File: config.mk
export PLATFORM = sky130hd
export DESIGN_NAME = i_fab_filter
export DESIGN_NICKNAME = d
export VERILOG_FILES = /design/src/rtl/i_fab_filter.sv
export SDC_FILE = /design/constraint.sdc
export NUM_CORES = 1
export LEC_CHECK = 0
export ABC_AREA = 1
export CORE_AREA = 2 2 39 41
export DETAILED_ROUTE_END_ITERATION = 16
export DIE_AREA = 0 0 41 43
export DONT_BUFFER_PORTS = 1
export PLACE_DENSITY = 0.46
export SETUP_SLACK_MARGIN = 0.05
export SLEW_MARGIN = 30
export SYNTH_ARGS = -nofsm -noshare
export SYNTH_HDL_FRONTEND = slang
export SYNTH_SLANG_ARGS = --single-unit
File: constraint.sdc
create_clock -name C -period 1.6 [get_ports C]
set_input_delay 0.4 -clock C [delete_from_list [all_inputs] [get_ports C]]
set_output_delay 0.4 -clock C [all_outputs]
set_load 0.02 [all_outputs]
File: src/rtl/i_fab_filter.sv
// Fabric input-capture primitive: WIDTH independent channels presented through
// bypass, register, two-flop synchroniser or synchroniser+glitch-filter capture.

module i_fab_filter_lane #(
    parameter int   MODE_ID = 3,
    parameter int   FC      = 4,
    parameter logic INIT    = 1'b0
) (
    input  logic clk,
    input  logic rst_n,
    input  logic en,
    input  logic din,
    output logic dout,
    output logic rise,
    output logic fall
);
    localparam int CW = $clog2(FC + 1);

    generate
        if (MODE_ID == 0) begin : g_bypass
            assign dout = din;
            assign rise = 1'b0;
            assign fall = 1'b0;
            logic unused_ok;
            assign unused_ok = &{1'b0, clk, rst_n, en};
        end else begin : g_cap
            logic          s1_q, s1_d, s2_q, s2_d, o_q, o_d;
            logic          rise_q, rise_d, fall_q, fall_d;
            logic [CW-1:0] cnt_q, cnt_d;

            always_comb begin
                s1_d   = s1_q;
                s2_d   = s2_q;
                o_d    = o_q;
                cnt_d  = cnt_q;
                rise_d = 1'b0;
                fall_d = 1'b0;
                if (en) begin
                    s1_d = din;
                    s2_d = s1_q;
                    if (MODE_ID == 1) begin
                        o_d = din;
                    end else if (MODE_ID == 2) begin
                        // o_q tracks s2 exactly, one stage behind s1
                        o_d = s1_q;
                    end else begin
                        if (s2_q == o_q) begin
                            cnt_d = '0;
                        end else if (cnt_q == CW'(FC - 1)) begin
                            o_d   = s2_q;
                            cnt_d = '0;
                        end else begin
                            cnt_d = cnt_q + CW'(1);
                        end
                    end
                    rise_d = ~o_q & o_d;
                    fall_d = o_q & ~o_d;
                end
            end

            always_ff @(posedge clk or negedge rst_n) begin
                if (!rst_n) begin
                    s1_q   <= INIT;
                    s2_q   <= INIT;
                    o_q    <= INIT;
                    cnt_q  <= '0;
                    rise_q <= 1'b0;
                    fall_q <= 1'b0;
                end else begin
                    s1_q   <= s1_d;
                    s2_q   <= s2_d;
                    o_q    <= o_d;
                    cnt_q  <= cnt_d;
                    rise_q <= rise_d;
                    fall_q <= fall_d;
                end
            end

            assign dout = o_q;
            assign rise = rise_q;
            assign fall = fall_q;
        end
    endgenerate
endmodule

module i_fab_filter #(
    parameter int               WIDTH         = 1,
    parameter string            MODE          = "FILTER",
    parameter int               FILTER_CYCLES = 4,
    parameter logic [WIDTH-1:0] INIT_VALUE    = {WIDTH{1'b0}}
) (
    input  logic             C,
    input  logic             R,
    input  logic             E,
    input  logic [WIDTH-1:0] I,
    output logic [WIDTH-1:0] O,
    output logic [WIDTH-1:0] RISE,
    output logic [WIDTH-1:0] FALL
);
    localparam int MODE_ID = (MODE == "BYPASS") ? 0 :
                             (MODE == "REG")    ? 1 :
                             (MODE == "SYNC")   ? 2 :
                             (MODE == "FILTER") ? 3 : -1;

    generate
        if (MODE_ID < 0) begin : g_bad_mode
            $fatal(1, "i_fab_filter: illegal MODE %s", MODE);
        end
        if (WIDTH < 1 || WIDTH > 64) begin : g_bad_width
            $fatal(1, "i_fab_filter: illegal WIDTH %0d", WIDTH);
        end
        if (FILTER_CYCLES < 1 || FILTER_CYCLES > 255) begin : g_bad_fc
            $fatal(1, "i_fab_filter: illegal FILTER_CYCLES %0d", FILTER_CYCLES);
        end

        for (genvar n = 0; n < WIDTH; n++) begin : g_lane
            i_fab_filter_lane #(
                .MODE_ID (MODE_ID),
                .FC      (FILTER_CYCLES),
                .INIT    (INIT_VALUE[n])
            ) u_lane (
                .clk   (C),
                .rst_n (R),
                .en    (E),
                .din   (I[n]),
                .dout  (O[n]),
                .rise  (RISE[n]),
                .fall  (FALL[n])
            );
        end
    endgenerate
endmodule

Word-level counts from Yosys, hierarchy flattened
Index checks and enable logic that the tools add are counted.
Storage, ports and cells
  flip-flop bits (word level): 8
  bits of input ports: 4
  output and inout bits: 3
  word-level logic and storage cells: 20
Cells by class
  add/subtract/negate cells: 1
  eq/ne operators: 2
  mux-type cells: 7
  bitwise gates (word level): 4
Operators by type and width (count)
  3-bit two-way mux: 2
  1-bit two-way mux: 5
  3-bit by 1-bit adder with 3-bit output (second input constant): 1
  3-bit by 2-bit equality test with 1-bit output (second input constant): 1
  1-bit AND: 2
  1-bit NOT: 2
  1-bit equality test: 1

Longest topological paths before layout
Gate-level depths: netlist (run 1).
  depth in word-level cells: 7
  mapped depth: 5
  gate-level depth less buffers: 5

Least setup slack after synthesis (run 1)
Ideal clock, no wire load.
  path type: flip-flop to flip-flop
  from: register g_lane[0].u_lane.g_cap.cnt_q[0]
  to: register g_lane[0].u_lane.g_cap.o_q
  setup time: 113 ps
  arrival: 857 ps
  required time: 1487 ps
  setup slack: 630 ps
  cell stages (with the launch flop): 6
  buffers on the path: 0
  period minus slack after synthesis: 970 ps
  cells stage by stage: dfrtp_1 ha_1 nand3_1 nand2_1 nand2_1 inv_1
Between the ends
  longest elaborated chain between the ends: 4
Ends and longest elaborated chain
  from (decl): line 29  | logic [CW-1:0] cnt_q, cnt_d;
  from (signal assigned): line 73  | cnt_q <= cnt_d;
  3-bit by 2-bit equality test with 1-bit output: line 49  | end else if (cnt_q == CW'(FC - 1)) begin
  1-bit two-way mux: line 49
  1-bit two-way mux: line 47  | if (s2_q == o_q) begin
  1-bit two-way mux: line 38  | if (en) begin
  to (signal assigned): line 65  | o_q <= INIT;
  to (signal assigned): line 72  | o_q <= o_d;
  to (decl): line 27  | logic s1_q, s1_d, s2_q, s2_d, o_q, o_d;
No other way between the ends. The select of a mux whose other input is x is not followed.
A chain may end at the register's enable or synchronous reset.

Final worst setup path (run 1)
  from: register g_lane[0].u_lane.g_cap.o_q
  to: output O
RTL lines
  to (decl): line 96  | output logic [WIDTH-1:0] O,
No word-level cell between the ends.

==> results of run 1 <==
routing by layer:
metal,vias up,global-route usage
met5,-,0
met1,116,0.111
met4,0,0.120
met2,7,0.113
li1,139,-
met3,2,0.0576
cell families (layout without fill, tap and decap cells):
logic type,count (synthesis),in the layout,synth area share
DFF,8,8,0.567
buffers and inverters,6,9,0.0673
and+or+nand+nor,26,26,0.301
AOI/OAI and AO/OA,2,2,0.0283
adders and majority gates,1,1,0.0355
power groups by stage:
stage	clock, mW	combinational, mW	sequential (mW)
6_report	0.155	0.131	0.295
5_1_grt	0.176	0.158	0.304
4_1_cts	0.166	0.134	0.296
3_5_place_dp	0	0.128	0.299
3_3_place_gp	0	0.126	0.299
2_1_floorplan	0	0.110	0.293
Yosys cell counts (all sizes together):
library cell  number  area, µm²
a21oi              1       5.00
nand3              3       15.0
clkbuf             1       5.00
nand2             18       67.6
ha                 1       12.5
inv                5       18.8
nand4              1       6.26
o21ai              1       5.00
nor2               4       17.5
dfrtp              8        200
per-stage QoR:
step / hold WS, ns / power, mW / worst slack, ns / std cells
2_1_floorplan: 0.104 / 0.403 / 0.630 / 43
3_3_place_gp: 0.105 / 0.425 / 0.582 / 58
3_5_place_dp: 0.105 / 0.427 / 0.586 / 58
4_1_cts: 0.252 / 0.596 / 0.466 / 62
5_1_grt: 0.245 / 0.639 / 0.437 / 62
6_report: 0.261 / 0.580 / 0.484 / 62
registers in the layout, summed over array words and instances (netlist names):
name and flops:
g_lane.u_lane.dout 1, g_lane.u_lane.fall 1, g_lane.u_lane.g_cap.cnt_q 3, g_lane.u_lane.g_cap.s1_q 1, g_lane.u_lane.g_cap.s2_q 1, g_lane.u_lane.rise 1
final timing paths:
| kind | from | end | slack, ns | depth (start not counted) |
|---|---|---|---|---|
| max in group asynchronous | R | g_lane[0].u_lane.dout | 0.84 | 1 |
| hold / removal | E | g_lane[0].u_lane.g_cap.s1_q | 0.26 | 2 |
| setup reg to reg | g_lane[0].u_lane.g_cap.cnt_q[0] | g_lane[0].u_lane.dout | 0.58 | 5 |
| setup / recovery | g_lane[0].u_lane.dout | O | 0.48 | 0 |
| hold reg to reg | g_lane[0].u_lane.g_cap.s1_q | g_lane[0].u_lane.g_cap.s1_q | 0.47 | 2 |
| min in group asynchronous | R | g_lane[0].u_lane.rise | 0.50 | 1 |
final cells by class:
cell class	instances	area, µm²	share of cell area
Clock buffer	3	22.5	0.0562
Inverter	5	18.8	0.0469
Multi-Input combinational cell	29	129	0.322
Sequential cell	8	200	0.500
Tap cell	16	20.0	0.0500
Timing Repair Buffer	1	10.0	0.0250
repair_timing:
item,in CTS,in global routing
buffers inserted,0,0
setup endpoints to repair,0,0
resized for setup,0,0
hold buffers,1,0
hold endpoints to repair,8,0
==> results.md, run 1 <==
- Vias per cell: 4.26
- Clk buf depth: 2
- Die area: 1760 µm²
- Initial drt markers: 0
- Slew Viols, Final: 0
- Combinational share of power: 0.225
- Setup-failing EPs final: 0
- Fmax: 0.896 GHz
- Slew margin rel.: 0.751
- Metal-1 WL: 285 µm
- Synth Register Bits: 8
- Routed wl met3: 26 µm
- Net Sw Power: 0.196 mW
- DP Area: 368 µm²
- CTS root buf: clkbuf_4
- GRT Resource Usage Total: 0.0999
- DR vias: 264
- H-tree lvl count: 1
- Critical path endpoint category: output pin
- Mapped Area: 353 µm²
- Sw frac: 0.337
- I/O Buffers: 0
- Sequential fraction of the synthesis area: 0.567
- Fin util: 0.289
- Top sig layer: met4
- CTS tree: done
- Clock transition at the registers of the reported paths: 0.05 ns
- Number of global-route vias before repair: 252
- Mean Syn Cell Area: 8.21 µm²
- # rows: 14
- Final hold violations: 0
- # IOs: 7
- Global-route wire length before repair: 1040 µm
- Worst Path Arrival: 0.72 ns
- Area grow syn2layout: 13.5%
- Max_cap viols: 0
- Seq pwr share: 0.509
- GPL Wtd Cong: 0.675
- Cell count after synthesis: 43
- Cts bufs inserted: 3
- Period utilization: 0.698
- Pin count of the biggest net entering global routing: 9
- Int Pwr: 0.385 mW
- Post-Route Setup TNS: 0 ns
- Post-DRT Antenna Nets: 0
- Clock power share: 0.266
- Most frequent cells in the layout: 18 x nand2_1, 8 x dfrtp_1, 4 x inv_1
- Pwr Density: 1450 nW/µm²
- Critical-path maximum fanout: 3
- CP required: 1.20 ns
- Skew final: 0.00130 ns
- Die Ht: 43 µm
- Routed wire length: 599 µm
- RSZ-0062 raised after global routing: no
- # diodes: 0
- Post-DR wirelength/cell: 9.66 µm
- Type of the worst min-delay path: input pin to register
- Crit path kind: register to output pin
- Final min period: 1.12 ns
- Grt ovf: 0
- Syn nets: 48
- Finished Cell Area: 400 µm²
- Drt pass-1 iters: 1
- Worst setup SP type: register
- Routed met2 length: 272 µm
- FILL cells: 148
- Netlist cell types: 12
- Sink Count: 8
- Nets: 53
- Worst Max-Slew Pin Slew: 0.372 ns
- Leak pwr: 0.218 nW
- Share of cells above drive strength 1: 0.109
- YS warnings: 0
- Die X: 41 µm
- Commonest non-fill, non-tap cell in the layout: nand2_1
- Drt drc: 0
- Initial antenna violation count: 0
- Max VDD drop: 0.000441 V
- Status: finished, final reports clean
- Core area: 1380 µm²
- Post-DP HPWL: 464 µm
- Initial Util: 0.255
- Clock Latency Late Sink: 0.25 ns
Note: power is estimated with default switching activity, not from simulation.
==> run 2, diff against run 1 <==
- clock period: 1.6 -> 1.15 ns (I/O delays scaled with it)
==> results.md, run 2 (synthesized netlist as in run 1, its figures left out) <==
- Max_cap viols: 0
- Post-Layout Cell Count: 64
- Critical path endpoint category: output pin
- Int Pwr: 0.586 mW
- # rows: 14
- Fin util: 0.303
- Initial antenna violation count: 0
- Pin count of the biggest net entering global routing: 9
- Area grow syn2layout: 18.8%
- Crit-path slowest cell: dfrtp_1
- Drt drc: 0
- CP required: 0.86 ns
- Most frequent cells in the layout: 18 x nand2_1, 8 x dfrtp_1, 4 x inv_1
- Cts bufs inserted: 3
- Post-Place Cells: 59
- Design Power: 0.884 mW
- Buf/Inv on CP: 1
- Period utilization: 0.934
- Clock power share: 0.258
- Post-DR wirelength/cell: 10.0 µm
- Clock transition at the registers of the reported paths: 0.06 ns
- Largest reg by FF count: g_lane.u_lane.g_cap.cnt_q
- DR vias: 278
- Worst setup SP type: register
- CTS root buf: clkbuf_4
- Final hold violations: 0
- Net Sw Power: 0.298 mW
- Type of the worst min-delay path: input pin to register
- Initial Util: 0.255
- Die area: 1760 µm²
- Post-DRT Antenna Nets: 0
- Routed wire length: 642 µm
- GRT Resource Usage Total: 0.0972
- H-tree lvl count: 1
- DP Area: 375 µm²
- I/O Buffers: 0
- GPL Wtd Cong: 0.638
- Sw frac: 0.337
- Die X: 41 µm
- Fmax: 0.931 GHz
- Slew margin rel.: 0.741
- Combinational share of power: 0.304
- Seq pwr share: 0.438
- Crit-path max cell delay: 0.39 ns
- Pwr Density: 2110 nW/µm²
- Max reg flops: 3
- Share of cells above drive strength 1: 0.146
- Sink Count: 8
- Leak pwr: 0.229 nW
- Critical-path maximum fanout: 2
- Initial drt markers: 2
- Worst setup margin: 0.0755 ns
- Final min period: 1.07 ns
- CTS tree: done
- RSZ-0062 raised after global routing: yes
- Finished Cell Area: 419 µm²
- Nets: 55
- Max VDD drop: 0.000492 V
- Worst Path Arrival: 0.79 ns
- Crit path kind: register to output pin
- Commonest non-fill, non-tap cell in the layout: nand2_1
- Place WS: 0.123 ns
- Post-Route Setup TNS: 0 ns
- Number of global-route vias before repair: 245
- Family with the most delay on the worst path: flip-flops
- # IOs: 7
- Status: finished, final reports clean
- Clock Latency Late Sink: 0.26 ns
- Core area: 1380 µm²
- Vias per cell: 4.34
- CP Cell Sequence: buf_6
- Slew Viols, Final: 0
- Global-route wire length before repair: 1040 µm
- # diodes: 0
- Setup-failing EPs final: 0
- Skew final: 0.00593 ns
- Clk buf depth: 2
- Die Ht: 43 µm
- Worst Max-Slew Pin Slew: 0.387 ns
- Min Hold Slack: 0.143 ns
- Post-DP HPWL: 452 µm
- Drt pass-1 iters: 4
- Grt ovf: 0
-- run 2: cell types whose count changed in the layout (fill, tap and decap cells not counted) --
| cell | before | now |
|---|---|---|
| buf_6 | 0 | 1 |
| buf_4 | 0 | 1 |
-- run 2: per-layer routing --
metal,track usage,routed length [µm],up-vias
met5,0,0,-
met4,0.120,26,0
met3,0.0419,40,4
met2,0.100,290,10
met1,0.125,286,122
li1,-,-,142
-- run 2: area by class of cell --
cell class              count  area [µm²]
clock buffers               3        22.5
fillers                   152         965
inverters                   5        18.8
multi-input cells          29         129
flip-flops and latches      8         200
well taps                  16        20.0
repair buffers              3        28.8
-- run 2: power groups by stage --
stage / clock (mW) / combinational (mW) / sequential [mW]
2_1_floorplan: 0 / 0.153 / 0.407
3_3_place_gp: 0 / 0.226 / 0.394
3_5_place_dp: 0 / 0.226 / 0.392
4_1_cts: 0.234 / 0.261 / 0.385
5_1_grt: 0.247 / 0.302 / 0.397
6_report: 0.228 / 0.268 / 0.387
-- run 2: path summary, 6_finish.rpt --
| check | slack [ns] | cells after the start | end | start |
|---|---|---|---|---|
| min in group asynchronous | 0.38 | 1 | g_lane[0].u_lane.rise | R |
| min | 0.14 | 2 | g_lane[0].u_lane.g_cap.s1_q | E |
| max reg2reg | 0.11 | 5 | g_lane[0].u_lane.dout | g_lane[0].u_lane.g_cap.cnt_q[0] |
| min reg2reg | 0.47 | 2 | g_lane[0].u_lane.g_cap.s1_q | g_lane[0].u_lane.g_cap.s1_q |
| max | 0.08 | 1 | O | g_lane[0].u_lane.dout |
| max in group asynchronous | 0.49 | 1 | g_lane[0].u_lane.fall | R |
-- run 2: repair_timing --
item,in CTS,in global routing
setup buffers,1,0
hold buffers,1,0
gates resized for setup,0,1
setup endpoints to repair,1,1
hold endpoints to repair,8,0
==> run 3, diff against run 2 <==
- CAP_MARGIN: default -> 20
==> results of run 3 <==
The final DEF is identical to that of run 2; final timing and power are the same.
